**src/rtl/updown_mod_counter_if.sv**
```systemverilog
// updown_mod_counter_if: control and status bundle for updown_mod_counter; COUNTER_STICKY_STATUS_EN adds STATUS_CLR/STATUS.
interface updown_mod_counter_if #(
  parameter int WIDTH = 8
);
  logic             EN;
  logic             UP;
  logic             LOAD;
  logic [WIDTH-1:0] LOAD_VAL;
  logic             CLR;
  logic [WIDTH-1:0] Q;
  logic             TC;
  logic             OVF;
  logic             UNF;
`ifdef COUNTER_STICKY_STATUS_EN
  logic             STATUS_CLR;
  logic [1:0]       STATUS;
  modport master (output EN, UP, LOAD, LOAD_VAL, CLR, STATUS_CLR, input Q, TC, OVF, UNF, STATUS);
  modport slave  (input EN, UP, LOAD, LOAD_VAL, CLR, STATUS_CLR, output Q, TC, OVF, UNF, STATUS);
`else
  modport master (output EN, UP, LOAD, LOAD_VAL, CLR, input Q, TC, OVF, UNF);
  modport slave  (input EN, UP, LOAD, LOAD_VAL, CLR, output Q, TC, OVF, UNF);
`endif
endinterface

```
**src/rtl/updown_mod_counter.sv**
```systemverilog
// updown_mod_counter: modulo up/down counter with load, clear, wrap/saturate and enable prescaler.
// Define COUNTER_STICKY_STATUS_EN to add sticky overflow/underflow STATUS with STATUS_CLR.
module updown_mod_counter #(
  parameter int WIDTH    = 8,
  parameter int MODULUS  = 256,
  parameter bit SATURATE = 1'b0,
  parameter int PRESCALE = 1
) (
  input  logic CLK,
  input  logic RESET,
  updown_mod_counter_if.slave bus
);
  localparam int               PW   = PRESCALE > 1 ? $clog2(PRESCALE) : 1;
  localparam logic [WIDTH-1:0] MAX  = WIDTH'(MODULUS - 1);
  localparam logic [PW-1:0]    PMAX = PW'(PRESCALE - 1);
  logic [WIDTH-1:0] q_q, q_d;
  logic [PW-1:0]    pre_q, pre_d;
  logic             ovf_q, ovf_d, unf_q, unf_d, step;
  always_comb begin
    q_d   = q_q;
    pre_d = pre_q;
    ovf_d = 1'b0;
    unf_d = 1'b0;
    step  = !bus.CLR && !bus.LOAD && bus.EN && pre_q == PMAX;
    if (bus.CLR) begin
      q_d   = '0;
      pre_d = '0;
    end else if (bus.LOAD) begin
      q_d   = bus.LOAD_VAL > MAX ? MAX : bus.LOAD_VAL;
      pre_d = '0;
    end else if (bus.EN) begin
      pre_d = step ? '0 : pre_q + 1'b1;
    end
    // at a limit the step either wraps or holds, and flags the attempt either way
    if (step && bus.UP) begin
      ovf_d = q_q == MAX;
      q_d   = q_q != MAX ? q_q + 1'b1 : SATURATE ? q_q : '0;
    end
    if (step && !bus.UP) begin
      unf_d = q_q == '0;
      q_d   = q_q != '0 ? q_q - 1'b1 : SATURATE ? q_q : MAX;
    end
  end
  always_ff @(posedge CLK or posedge RESET) begin
    if (RESET) begin
      q_q   <= '0;
      pre_q <= '0;
      ovf_q <= 1'b0;
      unf_q <= 1'b0;
    end else begin
      q_q   <= q_d;
      pre_q <= pre_d;
      ovf_q <= ovf_d;
      unf_q <= unf_d;
    end
  end
  assign bus.Q   = q_q;
  assign bus.OVF = ovf_q;
  assign bus.UNF = unf_q;
  assign bus.TC  = bus.UP ? q_q == MAX : q_q == '0;
`ifdef COUNTER_STICKY_STATUS_EN
  logic [1:0] status_q, status_d;
  always_comb status_d = (bus.STATUS_CLR ? 2'b00 : status_q) | {unf_d, ovf_d};
  always_ff @(posedge CLK or posedge RESET) begin
    if (RESET) status_q <= 2'b00;
    else status_q <= status_d;
  end
  assign bus.STATUS = status_q;
`endif
endmodule

```
**src/flat_wrapper.sv**
```systemverilog
// flat-port wrapper written by rule: the top's interface ports become plain ports
module updown_mod_counter_flat 
#(
  parameter int WIDTH    = 8,
  parameter int MODULUS  = 256,
  parameter bit SATURATE = 1'b0,
  parameter int PRESCALE = 1
)
  (CLK, RESET, bus_EN, bus_UP, bus_LOAD, bus_LOAD_VAL, bus_CLR, bus_Q, bus_TC, bus_OVF, bus_UNF);
  updown_mod_counter_if #(.WIDTH(WIDTH)) bus_i ();
  input  logic CLK;
  input  logic RESET;
  input wire logic [$bits(bus_i.EN)-1:0] bus_EN;
  input wire logic [$bits(bus_i.UP)-1:0] bus_UP;
  input wire logic [$bits(bus_i.LOAD)-1:0] bus_LOAD;
  input wire logic [$bits(bus_i.LOAD_VAL)-1:0] bus_LOAD_VAL;
  input wire logic [$bits(bus_i.CLR)-1:0] bus_CLR;
  output wire logic [$bits(bus_i.Q)-1:0] bus_Q;
  output wire logic [$bits(bus_i.TC)-1:0] bus_TC;
  output wire logic [$bits(bus_i.OVF)-1:0] bus_OVF;
  output wire logic [$bits(bus_i.UNF)-1:0] bus_UNF;
  assign bus_i.EN = bus_EN;
  assign bus_i.UP = bus_UP;
  assign bus_i.LOAD = bus_LOAD;
  assign bus_i.LOAD_VAL = bus_LOAD_VAL;
  assign bus_i.CLR = bus_CLR;
  assign bus_Q = bus_i.Q;
  assign bus_TC = bus_i.TC;
  assign bus_OVF = bus_i.OVF;
  assign bus_UNF = bus_i.UNF;
  updown_mod_counter #(.WIDTH(WIDTH), .MODULUS(MODULUS), .SATURATE(SATURATE), .PRESCALE(PRESCALE)) u_core (.CLK(CLK), .RESET(RESET), .bus(bus_i));
endmodule
```
**config.mk**
```make
export PLATFORM = sky130hd
export DESIGN_NAME = updown_mod_counter_flat
export DESIGN_NICKNAME = d
export VERILOG_FILES = /design/src/rtl/updown_mod_counter_if.sv /design/src/rtl/updown_mod_counter.sv /design/src/flat_wrapper.sv
export SDC_FILE = /design/constraint.sdc
export NUM_CORES = 1
export LEC_CHECK = 0
export BUFFER_PORTS_ARGS = -buffer_cell sky130_fd_sc_hd__buf_2
export CORE_AREA = 2 2 50 52
export DETAILED_ROUTE_END_ITERATION = 8
export DIE_AREA = 0 0 52 54
export GPL_ROUTABILITY_DRIVEN = 0
export MAX_ROUTING_LAYER = met4
export PLACE_DENSITY_LB_ADDON = 0.05
export SYNTH_ARGS = -nofsm -noshare
export SYNTH_HDL_FRONTEND = slang
export SYNTH_SLANG_ARGS = --single-unit
```
**constraint.sdc**
```tcl
create_clock -name CLK -period 1.91 [get_ports CLK]
set_input_delay 0.0955 -clock CLK [delete_from_list [all_inputs] [get_ports CLK]]
set_output_delay 0.0955 -clock CLK [all_outputs]
set_load 0.03 [all_outputs]
```
Word level (Yosys, flattened, before mapping)
Cells that the tools add are included.

storage, ports and cells
  bits in latches = 0
  ROM bits = 0
  memories = 0
  input bits = 14
  memory bits (writable) = 0
  register bits = 11

cells by class
  bitwise logic cells = 1
  shifts and indexed selects = 0
  mux-type cells = 14
  multiply operators = 0
  add/subtract/negate cells = 3
  equality and inequality tests = 2
  magnitude comparators = 1
  divide/modulo/power cells = 0
  reductions and logical operators = 12

operator list
  kind                 count
  $mux 8               7
  $add 8x1->8 const B  1
  $eq 8x8->1 const B   1
  $gt 8x8->1 const B   1
  $logic_not 8->1      1
  $ne 8x8->1 const B   1
  $reduce_bool 8->1    1
  $sub 8x1->8 const B  1
  $mux 1               7
  $logic_and 1x1->1    5
  $reduce_bool 4->1    1
  $logic_not 1->1      3
  $reduce_bool 3->1    1
  $add 1x1->1 const B  1
  $not 1->1            1

Longest topological paths before layout
  word-level depth = 8
  mapped depth = 6
  mapped depth without buffers = 6

Worst setup path after synthesis
No wires, ideal clock.

  kind = reg2out
  start point = register u_core.q_q[0], in the netlist u_core.bus.Q[0]
  end point = output bus_TC
  data arrival time = 2.245 ns
  stages on the path, launching flop included = 6
  buffers on the path = 0
  path slack = -0.431 ns
  cells stage by stage = dfrtp_1 inv_1 ha_1 or4b_4 or2_4 o21ai_0

on the way
  word-level cells in the longest chain between the ends = 2

RTL lines
  what                                                  RTL line                  RTL
  start: declaration                                    updown_mod_counter.sv:16  logic [WIDTH-1:0] q_q, q_d;
  start signal: assignment                              updown_mod_counter.sv:51  q_q <= q_d;
  $eq 8x8->1 / $logic_not 8->1 (equally long branches)  updown_mod_counter.sv:60  assign bus.TC = bus.UP ? q_q == MAX : q_q == '0;
  $mux 1 (*)                                            updown_mod_counter.sv:60
  end: declaration                                      flat_wrapper.sv:19        output wire logic [$bits(bus_i.TC)-1:0] bus_TC;

Every way passes the cells marked *; elsewhere a longest branch is shown, timed or not.

Final worst setup path
Same ends and word-level chain as after synthesis.

==> impl_metrics.toml <==
[run_status]
status = "finished with violations"
violations = "negative setup slack"

[clock_tree]
clock_sinks = 11
numCtsBuffers = 3
htreeDepth = 1
clock_path_buffers = 2
cts_tree = "built"
clock_latency_ns = 0.28
cts_root_buffer = "clkbuf_4"
clk_pin_slew_worst_paths_ns = 0.09

[timing]
finalSetupViolCount = 1
finalMaxSlewViolations = 0
hold_viol = 0
fmax_mhz = 504
max_slew_margin = 0.682
rsz0062_at_grt = "yes"
hold_slack_ns = 0.00527
worst_pin_slew_ns = 0.474
finalCriticalPeriod_ns = 1.98
fin_tns_setup_ns = -0.0739
worst_slack_ns = -0.0739
fin_worst_skew_ns = 0.0147
final.period_utilization = 1.04

[synth]
synth_top_area_frac = 0.277
synth_cell_type_count = 47
synthTopCellsByArea = "dfrtp_1 (28%), nor3_1 (4.0%), ha_1 (3.8%), o21a_1 (3.8%), nand2_1 (3.4%)"
synth_area_sq_um = 995
ys_ff_latch = 11
ys.flop_type = "dfrtp_1"
synthCells = 123
syn_area_per_cell_sq_um = 8.09
synth-edff-count = 0
synth-seq-area-share = 0.277
synth_top_area_cell = "dfrtp_1"
synth_nets = 140
async_flop_share = 1.00
ys_warn_count = 0

[grt]
antenna_found_initial = 0
grt_pass1_vias = 1022
grt_use_total = 0.247
grt_overflow = 0
grt_pass1_wl_um = 4860
grt_max_degree = 15

[worst_setup_path]
reg2regPathDepth = 6
endpoint_kind = "output pin"
r2r-end = "u_core.bus.Q[6]$_DFFE_PP0P_"
r2r-start = "u_core.bus.Q[0]$_DFFE_PP0P_"
startpoint_type = "flip-flop"
arrival_ns = 1.89
worstSetupPathType = "flip-flop to output pin"
cp_max_fo = 2
ff2ff_setup_slack_ns = 0.03
cp.required_ns = 1.81

[hold_path]
worstHoldPathType = "input pin to flip-flop"
worstHoldPathCells = 2
min_to = "u_core.pre_q$_DFFE_PP0P_"
hp-start = "bus_EN"

[die]
fp.dieW_um = 52
die_area_sq_um = 2810
core-area_sq_um = 2320
rows = 18
io_pins = 25
die_h_um = 54
initial_core_util = 0.429

[placement]
dp.cells = 182
post-dp-hpwl_um = 2240
io_buffers = 24

[detailed_routing]
wl_per_cell_um = 16.1
drc = 0
wl_um = 3100
drt_iter0_markers = 38
vias_per_cell = 5.96
dr_total_vias = 1150
antenna_left = 0
drt_pass1_iterations = 4

[layout]
layoutNonFillerInstCount = 193
diodes = 0
drive_above_1_share = 0.380
fillCellCount = 223
layout.nets = 181
syn_to_final_growth_pct = 34.8

[power]
power.leakage_nw = 0.600
p_total_mw = 0.804
combinationalPowerShare = 0.443
seqPwrFrac = 0.341
ir_worst_vdd_mv = 0.331
clockPowerShare = 0.216
p_sw_frac = 0.392
power.switching_mw = 0.315
internal_power_mw = 0.489
p_per_area_nw_per_um2 = 599

[flow_run]
cap_violations = 0
## layout by cell type (no fill, tap or decap), types with 2 or more instances in the layout
cell type and n:
a211oi_1 2, a21o_1 2, a21oi_1 4, buf_2 23, buf_4 19, buf_6 2, clkbuf_4 3, dfrtp_1 9
dfrtp_2 2, ha_1 2, inv_1 6, nand2_1 9, nand2b_1 3, nand3_1 4, nand4_1 3, nor2_1 7
nor2b_1 2, nor3_1 8, nor3b_1 3, nor4b_1 2, o211ai_1 3, o21a_1 5, o21ai_0 4, o32a_1 2
xnor2_1 2
## cell usage after synthesis (4+ instances only)
cell type and instances:
nor3_1 8, dfrtp_1 11, a21oi_1 4, nand2_1 9, nor2_1 7, clkbuf_1 8, o21a_1 5, inv_1 8
nand3_1 4, o21ai_0 5
## stage by stage
| stage | utilization | cell area, sq um | worst slack (ns) |
|---|---|---|---|
| 5_1_grt | 0.578 | 1340 | -0.120 |
| 4_1_cts | 0.573 | 1330 | -0.0887 |
| 3_5_place_dp | 0.527 | 1220 | 0.0188 |
| 2_1_floorplan | - | 1000 | 0.0153 |
| 6_report | 0.578 | 1340 | -0.0739 |
| 3_3_place_gp | 0.527 | 1220 | 0.0573 |
## state kept, by name, indices dropped and copies added, names as in the netlist
register and count:
u_core.bus.OVF 1, u_core.pre_q 1, u_core.bus.Q 8, u_core.bus.UNF 1
## worst max-delay path by stage
stage,startpoint,endpoint,slack [ns],depth (start not counted)
finish,u_core.bus.Q[0]$_DFFE_PP0P_,bus_TC,-0.07,6
global route,u_core.bus.Q[0]$_DFFE_PP0P_,bus_TC,-0.12,6
CTS,u_core.bus.Q[0]$_DFFE_PP0P_,bus_TC,-0.09,6
detailed placement,u_core.bus.Q[1]$_DFFE_PP0P_,u_core.bus.Q[3]$_DFFE_PP0P_,0.02,6
global placement,u_core.bus.Q[1]$_DFFE_PP0P_,u_core.bus.Q[3]$_DFFE_PP0P_,0.06,6
floorplan,u_core.bus.Q[0]$_DFFE_PP0P_,u_core.bus.Q[3]$_DFFE_PP0P_,0.02,6
## area by class of cell
class | count | area [sq um] | area share
Tap cell | 30 | 37.5 | 0.0280
Timing Repair Buffer | 45 | 290 | 0.216
Multi-Input combinational cell | 95 | 676 | 0.504
Clock inverter | 1 | 5.00 | 0.00373
Clock buffer | 3 | 22.5 | 0.0168
Inverter | 8 | 32.5 | 0.0243
Sequential cell | 11 | 278 | 0.207
## layer usage
layer	vias to the layer above	part of all wire	global-route usage	wire length, um
met4	0	0.013	0.127	41
met1	542	0.43	0.314	1340
met3	5	0.081	0.0333	252
li1	546	-	-	-
met2	57	0.47	0.384	1470
met5	-	0	-	0
## cells by family after synthesis
logic type               Yosys count  share of synthesized area
AO/OA/AOI/OAI                     37                      0.279
XOR/XNOR                           3                     0.0264
adder cells (fa/ha/maj)            3                     0.0377
buffers and inverters             17                     0.0717
flip-flops                        11                      0.277
AND/OR/NAND/NOR                   52                      0.308
## power by group through the flow
| stage | Clock (mW) | Sequential (mW) | Combinational, mW |
|---|---|---|---|
| 2_1_floorplan | 0 | 0.306 | 0.176 |
| 3_3_place_gp | 0 | 0.278 | 0.300 |
| 3_5_place_dp | 0 | 0.278 | 0.304 |
| 4_1_cts | 0.173 | 0.273 | 0.344 |
| 5_1_grt | 0.184 | 0.275 | 0.384 |
| 6_report | 0.173 | 0.274 | 0.356 |
## worst max-delay path, cell delays in order, from the launching register on
cell	delay, ns
dfrtp_2	0.44
inv_4	0.07
ha_4	0.12
or4b_4	0.46
or2_4	0.25
o21ai_2	0.12
buf_6	0.14
## timing repair
item                                   in CTS  in global routing
pin swaps                                   2                  3
hold buffers                                1                  0
buffers inserted                            5                  1
gates resized for setup                     8                  1
setup endpoints to repair                   3                  5
endpoints found under the hold margin      11                  0
No activity file was read; power rests on OpenSTA's default activity.
